`src/rtl/newspaper_pkg.sv`:
```
// Shared types and constants for the newspaper vending controller.
// Credit and coin values are counted in nickel units (5 cents each).
package newspaper_pkg;

   typedef logic [2:0] credit_t;

   localparam logic [3:0] PRICE_NICKELS = 4'd7;
   localparam credit_t    NICKEL        = 3'd1;
   localparam credit_t    DIME          = 3'd2;
   localparam credit_t    QUARTER       = 3'd5;

   // Only the highest-value coin counts when several arrive together.
   function automatic credit_t coin_value(input logic n, input logic d, input logic q);
      credit_t v;
      if (q) begin
         v = QUARTER;
      end else if (d) begin
         v = DIME;
      end else if (n) begin
         v = NICKEL;
      end else begin
         v = 3'd0;
      end
      return v;
   endfunction

endpackage

```
`src/rtl/newspaper_change_enc.sv`:
```
// Maps change owed (0..4 nickels) onto the coin-return actuator lines.
module newspaper_change_enc
   import newspaper_pkg::*;
(
   input  logic [2:0] change,
   output logic       ret_n1,
   output logic       ret_d1,
   output logic       ret_d2
);

   // Change decode: at most 20 cents is ever owed.
   always_comb begin
      ret_n1 = 1'b0;
      ret_d1 = 1'b0;
      ret_d2 = 1'b0;
      case (change)
         3'd0: begin
            ret_n1 = 1'b0;
         end
         3'd1: begin
            ret_n1 = 1'b1;
         end
         3'd2: begin
            ret_d1 = 1'b1;
         end
         3'd3: begin
            ret_d1 = 1'b1;
            ret_n1 = 1'b1;
         end
         3'd4: begin
            ret_d1 = 1'b1;
            ret_d2 = 1'b1;
         end
         default: begin
            ret_n1 = 1'b0;
            ret_d1 = 1'b0;
            ret_d2 = 1'b0;
         end
      endcase
   end

endmodule

```
`src/rtl/newspaper.sv`:
```
// Newspaper vending controller: accumulates coin credit and releases a paper
// at 35 cents, returning any overpayment as nickel/dime pulses.
module newspaper
   import newspaper_pkg::*;
(
   input  logic clk,
   input  logic rst_n,
   input  logic N,
   input  logic D,
   input  logic Q,
   output logic R,
   output logic N1,
   output logic D1,
   output logic D2
);

   credit_t    credit_r;
   credit_t    credit_next_s;
   credit_t    coin_s;
   logic [3:0] total_s;
   logic [2:0] change_s;
   logic       sale_s;
   logic       ret_n1_s;
   logic       ret_d1_s;
   logic       ret_d2_s;

   assign coin_s  = coin_value(N, D, Q);
   assign total_s = {1'b0, credit_r} + {1'b0, coin_s};

   // Next credit and sale decision; change wraps mod 8 to total minus price.
   always_comb begin
      credit_next_s = credit_r;
      change_s      = 3'd0;
      sale_s        = 1'b0;
      if (total_s >= PRICE_NICKELS) begin
         credit_next_s = 3'd0;
         change_s      = credit_r + coin_s - PRICE_NICKELS[2:0];
         sale_s        = 1'b1;
      end else begin
         credit_next_s = total_s[2:0];
         change_s      = 3'd0;
         sale_s        = 1'b0;
      end
   end

   newspaper_change_enc u_change_enc (
      .change (change_s),
      .ret_n1 (ret_n1_s),
      .ret_d1 (ret_d1_s),
      .ret_d2 (ret_d2_s)
   );

   // Credit register.
   always_ff @(posedge clk) begin
      if (!rst_n) begin
         credit_r <= 3'd0;
      end else begin
         credit_r <= credit_next_s;
      end
   end

   // Registered release and coin-return pulses.
   always_ff @(posedge clk) begin
      if (!rst_n) begin
         R  <= 1'b0;
         N1 <= 1'b0;
         D1 <= 1'b0;
         D2 <= 1'b0;
      end else begin
         R  <= sale_s;
         N1 <= ret_n1_s;
         D1 <= ret_d1_s;
         D2 <= ret_d2_s;
      end
   end

endmodule

```
`config.mk`:
```
export PLATFORM = sky130hd
export DESIGN_NAME = newspaper
export DESIGN_NICKNAME = d
export VERILOG_FILES = /design/src/rtl/newspaper_pkg.sv /design/src/rtl/newspaper_change_enc.sv /design/src/rtl/newspaper.sv
export SDC_FILE = /design/constraint.sdc
export NUM_CORES = 1
export LEC_CHECK = 0
export CORE_MARGIN = 2
export CORE_UTILIZATION = 30
export DETAILED_ROUTE_END_ITERATION = 7
export GPL_ROUTABILITY_DRIVEN = 0
export SLEW_MARGIN = 5
export SYNTH_ARGS = -nofsm -noshare
export SYNTH_HDL_FRONTEND = slang
export SYNTH_HIERARCHICAL = 1
export SYNTH_SLANG_ARGS = --single-unit
```
`constraint.sdc`:
```
create_clock -name clk -period 2.17 [get_ports clk]
set_clock_uncertainty 0.1 [all_clocks]
set_input_delay 0.3255 -clock clk [delete_from_list [all_inputs] [get_ports clk]]
set_output_delay 0.3255 -clock clk [all_outputs]
set_load 0.05 [all_outputs]
```
=== Word-level counts from Yosys, hierarchy flattened ===
Index checks and enable logic that the tools add are counted.

* Output and inout bits: 4
* Input bits: 5
* Logic and storage cells: 25
* Flip-flop bits (word level): 7

* Order comparisons: 1
* Bitwise gates (word level): 1
* Mux-type cells: 8
* Add/subtract/negate cells: 3
* Reduce and logical (&&, ||, !) cells: 3
* Eq/ne operators: 4

{| class="wikitable"
|+ Operators by type and width
! kind !! count
|-
| equality test 3 x 2 -> 1 bit (second input constant) || 2
|-
| two-way mux 3 bit || 2
|-
| two-way mux 1 bit || 5
|-
| adder 3 x 3 -> 4 bit || 1
|-
| >= comparator 4 x 3 -> 1 bit (second input constant) || 1
|-
| OR reduction 2 bit || 2
|-
| adder 3 bit || 1
|-
| equality test 3 x 1 -> 1 bit (second input constant) || 1
|-
| equality test 3 bit (second input constant) || 1
|-
| OR reduction 3 bit || 1
|-
| subtractor 3 bit (second input constant) || 1
|-
| two-way mux 2 bit || 1
|-
| NOT 1 bit || 1
|}

=== Longest topological paths before layout ===
Gate-level depths: netlist of the first run.

* Depth in word-level cells: 9
* Depth in mapped cells: 10
* Gate-level depth less buffers: 10

=== By module ===
The synthesis of the first run kept the hierarchy.

{| class="wikitable"
|+ Modules (own cells, without submodules)
! module !! cells each !! sequential area each (µm²) !! area an instance (µm²) !! times used
|-
| newspaper || 43 || 140.1 || 410.4 || 1
|-
| newspaper_change_enc || 4 || 0.0 || 31.3 || 1
|}

=== Worst setup path after synthesis of the first run ===
Ideal clock, no wire load.

* Kind: input -> register
* From: input port D
* To: register D1
* Setup time: 115 ps
* Setup slack: -106 ps
* Arrival: 2061 ps
* Path buffers: 0
* Data required time: 1955 ps
* Stages on the path: 10
* Cell sequence: inv_1 > a21o_1 > ha_1 > fa_1 > a31oi_1 > nor3_1 > a31o_1 > nor3b_2 > a21o_1 > and2_1

* Cells in the longest elaborated chain, start to end: 8
* Elaborated cells on any way between the ends: 12
* Those cells by class: 3 x add/sub; 1 x order compare; 3 x eq/ne; 4 x mux; 1 x reduce/logical

{| class="wikitable"
|+ Ends and longest elaborated chain
! what !! RTL line !! source
|-
| start: declaration || newspaper.sv:9 || <nowiki>input logic D,</nowiki>
|-
| two-way mux 2 bit * || newspaper_pkg.sv:17 || <nowiki>end else if (d) begin</nowiki>
|-
| two-way mux 3 bit * || newspaper_pkg.sv:15 || <nowiki>if (q) begin</nowiki>
|-
| adder 3 x 3 -> 4 bit * || newspaper.sv:28 || <nowiki>assign total_s = {1'b0, credit_r} + {1'b0, coin_s};</nowiki>
|-
| via total_s[1] || newspaper.sv:20 || <nowiki>logic [3:0] total_s;</nowiki>
|-
| >= comparator 4 x 3 -> 1 bit * || newspaper.sv:35 || <nowiki>if (total_s >= PRICE_NICKELS) begin</nowiki>
|-
| two-way mux 3 bit * || newspaper.sv:35 ||
|-
| via change_s[2] || newspaper.sv:21 || <nowiki>logic [2:0] change_s;</nowiki>
|-
| equality test 3 x 2 -> 1 bit or equality test 3 bit (tied branches) || newspaper_change_enc.sv:16 || <nowiki>case (change)</nowiki>
|-
| OR reduction 3 bit (no source line) * || -- ||
|-
| two-way mux 1 bit * || newspaper_change_enc.sv:16 ||
|-
| via ret_d1_s || newspaper.sv:24 || <nowiki>logic ret_d1_s;</nowiki>
|-
| end signal: assignment || newspaper.sv:72 || <nowiki>D1 <= ret_d1_s;</nowiki>
|-
| end: declaration || newspaper.sv:13 || <nowiki>output logic D1,</nowiki>
|}

The timed path passes the listed nets; every way through them passes the cells marked *.
A chain may end at the register's enable or synchronous reset.

=== Final worst setup path of the first run ===
Ends and elaborated chain as after synthesis.

==> reports/metrics.yaml, run 1 <==
antenna_found_initial: 0
grt_overflow: 0
cts_max_level: 1
grt_start_max_net_pins: 6
cp_max_fo: 4
status: "finished, final reports clean"
fmax_ghz: 0.474
clk_pin_slew_ps: 50
layout_common_cells: "12 x buf_4, 6 x dfxtp_1, 6 x inv_1, 5 x clkdlybuf4s50_1"
cts-root-buf: "clkbuf_4"
cap_violations: 0
core_area_sq_um: 1330
syn_inst: 47
drive_gt1_share_pct: 38.9
cts.path.max_buffers: 2
postPlaceCellArea_sq_um: 618
die_h_um: 42.4
numCtsBuffers: 3
postRouteAntennaNets: 0
layout_commonest_cell: "buf_4"
viasPerCell: 4.51
hold_ws_ps: 661
grt_pass1_wl_um: 1500
grt_pass1_vias: 391
die_area_sq_um: 1800
post-route-util_pct: 52.9
clkLatencyLatePin_ps: 240
drc_errors: 0
worstSetupPathType: "in2reg"
cts_sinks: 7
yosysUniqueCellTypes: 21
fin_nets: 84
slew_viol_final: 0
synth-seq-cells: 7
diodes: 0
ys_seq_area_share_pct: 31.7
drtIter0Drc: 5
hold_viol: 0
num_vias: 392
cts_tree: "yes"
routed_wl_um: 930
worst_setup_path_end_kind: "flip-flop"
cp-start-kind: "input port"
ys_warn_count: 6
wl_per_cell_um: 10.7
syn_avg_cell_area_sq_um: 9.40
port_buffers: 8
finalInstanceArea_sq_um: 706
io-pin-count: 9
grt_usage_pct: 11.3
critPathRequiredTime_ps: 2200
worst_slew_pin_slew_ps: 495
syn_nets: 58
final.period_utilization_pct: 97.2
initial_core_util_pct: 33.1
hold_buffers: 0
relSlewSlack_pct: 66.9
power_per_cell_area_nw_per_um2: 1380
first_pass_iters: 4
finalSetupTns_ps: 0
peakVddDrop_mv: 0.554
power_leakage_uw: 0.000344
die_x_um: 42.4
syn_area_sq_um: 442
num_rows: 13
hpwl_um: 703
area_growth_pct: 59.8
worstPathArrival_ps: 2140
setup_violations: 0
hp-class: "in2reg"
min_period_ps: 2110
power by group:
part           total (uW)  switching, uW  internal (uW)  leakage [uW]
sequential            203           26.4            177     0.0000577
clock                 113           43.4           69.9     0.0000150
combinational         659            324            334      0.000271
critical path, cell delays in order:
cell,delay [ps]
buf_6,70
inv_1,30
a21o_1,180
ha_4,170
fa_2,500
a31oi_1,170
nor3_1,60
a31o_1,210
nor3b_4,150
a21o_1,150
and2_1,130
what timing repair did:
action | 4_1_cts | 5_1_grt
setup endpoints to repair | 5 | 3
gates resized for setup | 15 | 8
buffers inserted | 1 | 2
pin swaps | 6 | 6
kinds of logic (layout without fill, tap and decap cells):
family,after synthesis,after routing,synth area share (%)
flip-flops,7,7,31.7
AO/OA/AOI/OAI,11,11,16.4
AND/OR/NAND/NOR,16,16,22.7
adder cells (fa/ha/maj),6,6,20.4
XOR/XNOR,1,1,3.68
buffers and inverters,6,31,5.10
per-stage QoR:
step,setup WS (ps),power (uW),cells
after floorplan,-69.8,543,47
after detailed placement,-677,760,80
final,60.2,975,87
after global routing,-28.2,1050,87
after CTS,2.38,914,85
after global placement,-651,755,80
cell usage after synthesis:
cell	n	share of area (%)
xor2_2	1	3.7
fa_1	2	9.1
nand3_2	1	2.3
nor3_1	1	1.1
a31oi_1	1	1.4
and3_1	3	4.2
ha_1	4	11
a21boi_1	1	1.7
and2b_1	1	1.7
nand2b_1	2	2.8
a21oi_1	3	3.4
a211oi_1	1	1.7
nor2_1	1	0.85
nand2_1	3	2.5
o21ai_0	1	1.1
and2_1	3	4.2
dfxtp_1	7	32
inv_1	6	5.1
a31o_1	1	2.0
nor3b_2	1	2.8
a21o_1	3	5.1
registers in the layout (all words and copies together), names as in the netlist:
signal / count
D2: 1
credit_r: 3
D1: 1
R: 1
N1: 1
final cells by class:
cell class,instances,area [sq um]
clock buffers,4,26.3
fillers,133,628
inverters,6,22.5
well taps,15,18.8
flip-flops and latches,7,141
multi-input cells,34,318
repair buffers,21,179
per-layer routing:
metal | vias to the layer above | track usage (%) | share of wire [%] | wire, um
met5 | - | 0 | 0 | 0
met4 | 0 | 9.38 | 1.3 | 12
met1 | 177 | 12.5 | 45 | 423
met3 | 2 | 3.02 | 3.2 | 30
li1 | 207 | - | - | -
met2 | 6 | 17.8 | 50 | 462
path summary, 6_finish.rpt:
path / to / cells past startpoint / startpoint / slack (ps)
max: D1$_SDFF_PN0_ / 11 / D / 60
min: N1$_SDFF_PN0_ / 2 / rst_n / 660
max reg2reg: D1$_SDFF_PN0_ / 8 / credit_r[0]$_SDFF_PP0_ / 110
min reg2reg: R$_SDFF_PN0_ / 4 / credit_r[2]$_SDFF_PP0_ / 750
Note: power is estimated with default switching activity, not from simulation.
==> run 2: changes to the inputs <==
--- a/config.mk
+++ b/config.mk
@@ -7,6 +7,7 @@
 export LEC_CHECK = 0
 export CORE_MARGIN = 2
 export CORE_UTILIZATION = 30
+export CTS_BUF_LIST = sky130_fd_sc_hd__clkbuf_16
 export DETAILED_ROUTE_END_ITERATION = 7
 export GPL_ROUTABILITY_DRIVEN = 0
 export SLEW_MARGIN = 5
==> run 2 against run 1 <==
Net effect: global-route usage is 0.53 points higher; utilization rose by 3.8 points; non-clock buffer count decreased by 1; sequential share of layout area fell by 1.5 points; clock power increased to 2.7 times the previous value; worst hold slack better by 18 ps; first-iteration DRC count increased by 140%; critical endpoint unchanged; largest power group unchanged.
==> reports/metrics.yaml, run 2 (same netlist as run 1, synthesis figures left out) <==
hold_buffers: 0  # unchanged
top_register: "credit_r"  # unchanged
drive_gt1_share_pct: 38.0  # was 38.9%
cp-start-kind: "input port"  # unchanged
fin_nets: 83  # was 84
final.period_utilization_pct: 98.8  # was 97.2%
grt_pass1_wl_um: 1530  # was 1500 um
routed_wl_um: 920  # was 930 um
worstPathArrival_ps: 2160  # was 2140 ps
relSlewSlack_pct: 66.8  # was 66.9%
core_area_sq_um: 1330  # unchanged
port_buffers: 8  # unchanged
die_h_um: 42.4  # unchanged
power_leakage_uw: 0.000367  # was 0.000344 uW
area_growth_pct: 71.1  # was 59.8%
cts_tree: "yes"  # unchanged
diodes: 0  # unchanged
largest_reg_flops: 3  # unchanged
critPathRequiredTime_ps: 2190  # was 2200 ps
drc_errors: 0  # unchanged
rsz0062_at_grt: "true"
first_pass_iters: 4  # unchanged
grt_usage_pct: 11.8  # was 11.3%
finalSetupTns_ps: 0  # unchanged
status: "finished, final reports clean"  # unchanged
postPlaceCellArea_sq_um: 618  # unchanged
cts.path.max_buffers: 2  # unchanged
numCtsBuffers: 3  # unchanged
startpoint: "N"  # was D
wl_per_cell_um: 10.7  # about the same
fmax_ghz: 0.466  # was 0.474 GHz
clk_pin_slew_ps: 30  # was 50 ps
hpwl_um: 703  # unchanged
hp-class: "in2reg"  # unchanged
slew_viol_final: 0  # unchanged
cap_violations: 0  # unchanged
cts_sinks: 7  # unchanged
fillers: 122  # was 133
postRouteAntennaNets: 0  # unchanged
initial_core_util_pct: 33.1  # unchanged
cp_max_fo: 4  # unchanged
r2r_start: "credit_r[0]$_SDFF_PP0_"  # unchanged
hp-start: "rst_n"  # unchanged
layout_common_cells: "11 x buf_4, 7 x dfxtp_1, 6 x inv_1, 5 x clkdlybuf4s50_1, 4 x buf_6"  # was 12 x buf_4, 6 x dfxtp_1, 6 x inv_1, 5 x clkdlybuf4s50_1
worstSetupPathType: "in2reg"  # unchanged
grt_overflow: 0  # unchanged
hold_ws_ps: 679  # was 661 ps
p_total_uw: 1160  # was 975 uW
pre_cts_ws_ps: -677  # unchanged
hold_viol: 0  # unchanged
die_x_um: 42.4  # unchanged
layout_commonest_cell: "buf_4"  # unchanged
finalInstanceArea_sq_um: 756  # was 706 sq um
peakVddDrop_mv: 0.627  # was 0.554 mV
cts_max_level: 1  # unchanged
power_per_cell_area_nw_per_um2: 1540  # was 1380 nW/um^2
clkLatencyLatePin_ps: 230  # was 240 ps
grt_start_max_net_pins: 6  # unchanged
viasPerCell: 4.56  # was 4.51
grt_pass1_vias: 384  # was 391
cts-root-buf: "clkbuf_16"  # was clkbuf_4
io-pin-count: 9  # unchanged
num_rows: 13  # unchanged
antenna_found_initial: 0  # unchanged
setup_violations: 0  # unchanged
worst_setup_path_end_kind: "flip-flop"  # unchanged
num_vias: 392  # unchanged
worst_slew_pin_slew_ps: 496  # was 495 ps
worst_slack_ps: 25.8  # was 60.2 ps
min_period_ps: 2140  # was 2110 ps
die_area_sq_um: 1800  # unchanged
drtIter0Drc: 12  # was 5
==> run 2: metrics by stage <==
step | std cells | util (%)
2_1_floorplan | 47 | -
3_3_place_gp | 80 | 46.3
4_1_cts | 85 | 53.1
6_report | 86 | 56.7
5_1_grt | 86 | 56.7
3_5_place_dp | 80 | 46.3
==> run 2: area by class of cell <==
class	count	area (sq um)	share of cell area, %
Multi-Input combinational cell	34	318	42.1
Timing Repair Buffer	20	178	23.5
Sequential cell	7	140	18.5
Clock buffer	3	75.1	9.93
Inverter	6	22.5	2.98
Tap cell	15	18.8	2.48
Clock inverter	1	3.75	0.497
==> run 2: final timing paths <==
check	to	slack, ps	cells past startpoint
setup / recovery	D1$_SDFF_PN0_	30	10
setup reg to reg	D1$_SDFF_PN0_	80	8
hold / removal	N1$_SDFF_PN0_	680	2
hold reg to reg	R$_SDFF_PN0_	750	4
==> run 2: critical path, cell delays in order <==
cell and delay, ps:
buf_6 90, a21o_1 210, ha_4 180, fa_2 500, a31oi_1 170, nor3_1 60
a31o_1 210, nor3b_4 150, a21o_1 150, and2_1 130
==> run 2: report_power, final <==
group	total [uW]	internal (uW)	switching [uW]	leakage [uW]
Sequential	202	175	26.2	0.0000574
Clock	301	239	62.1	0.0000423
Combinational	660	335	326	0.000267
==> run 2: timing repair <==
item / 4_1_cts / 5_1_grt
pin swaps: 6 / 6
setup buffers: 1 / 1
endpoints found under the setup margin: 5 / 3
resized for setup: 18 / 6
hold endpoints to repair: 0 / 0
==> run 2: routing by layer <==
layer / part of all wire [%] / routed length, um / global-route usage (%) / vias to the layer above
met5: 0 / 0 / 0 / -
met3: 3.9 / 36 / 5.60 / 2
met4: 2.4 / 22 / 7.50 / 0
met2: 46 / 419 / 18.2 / 8
li1: - / - / - / 205
met1: 48 / 441 / 13.0 / 177
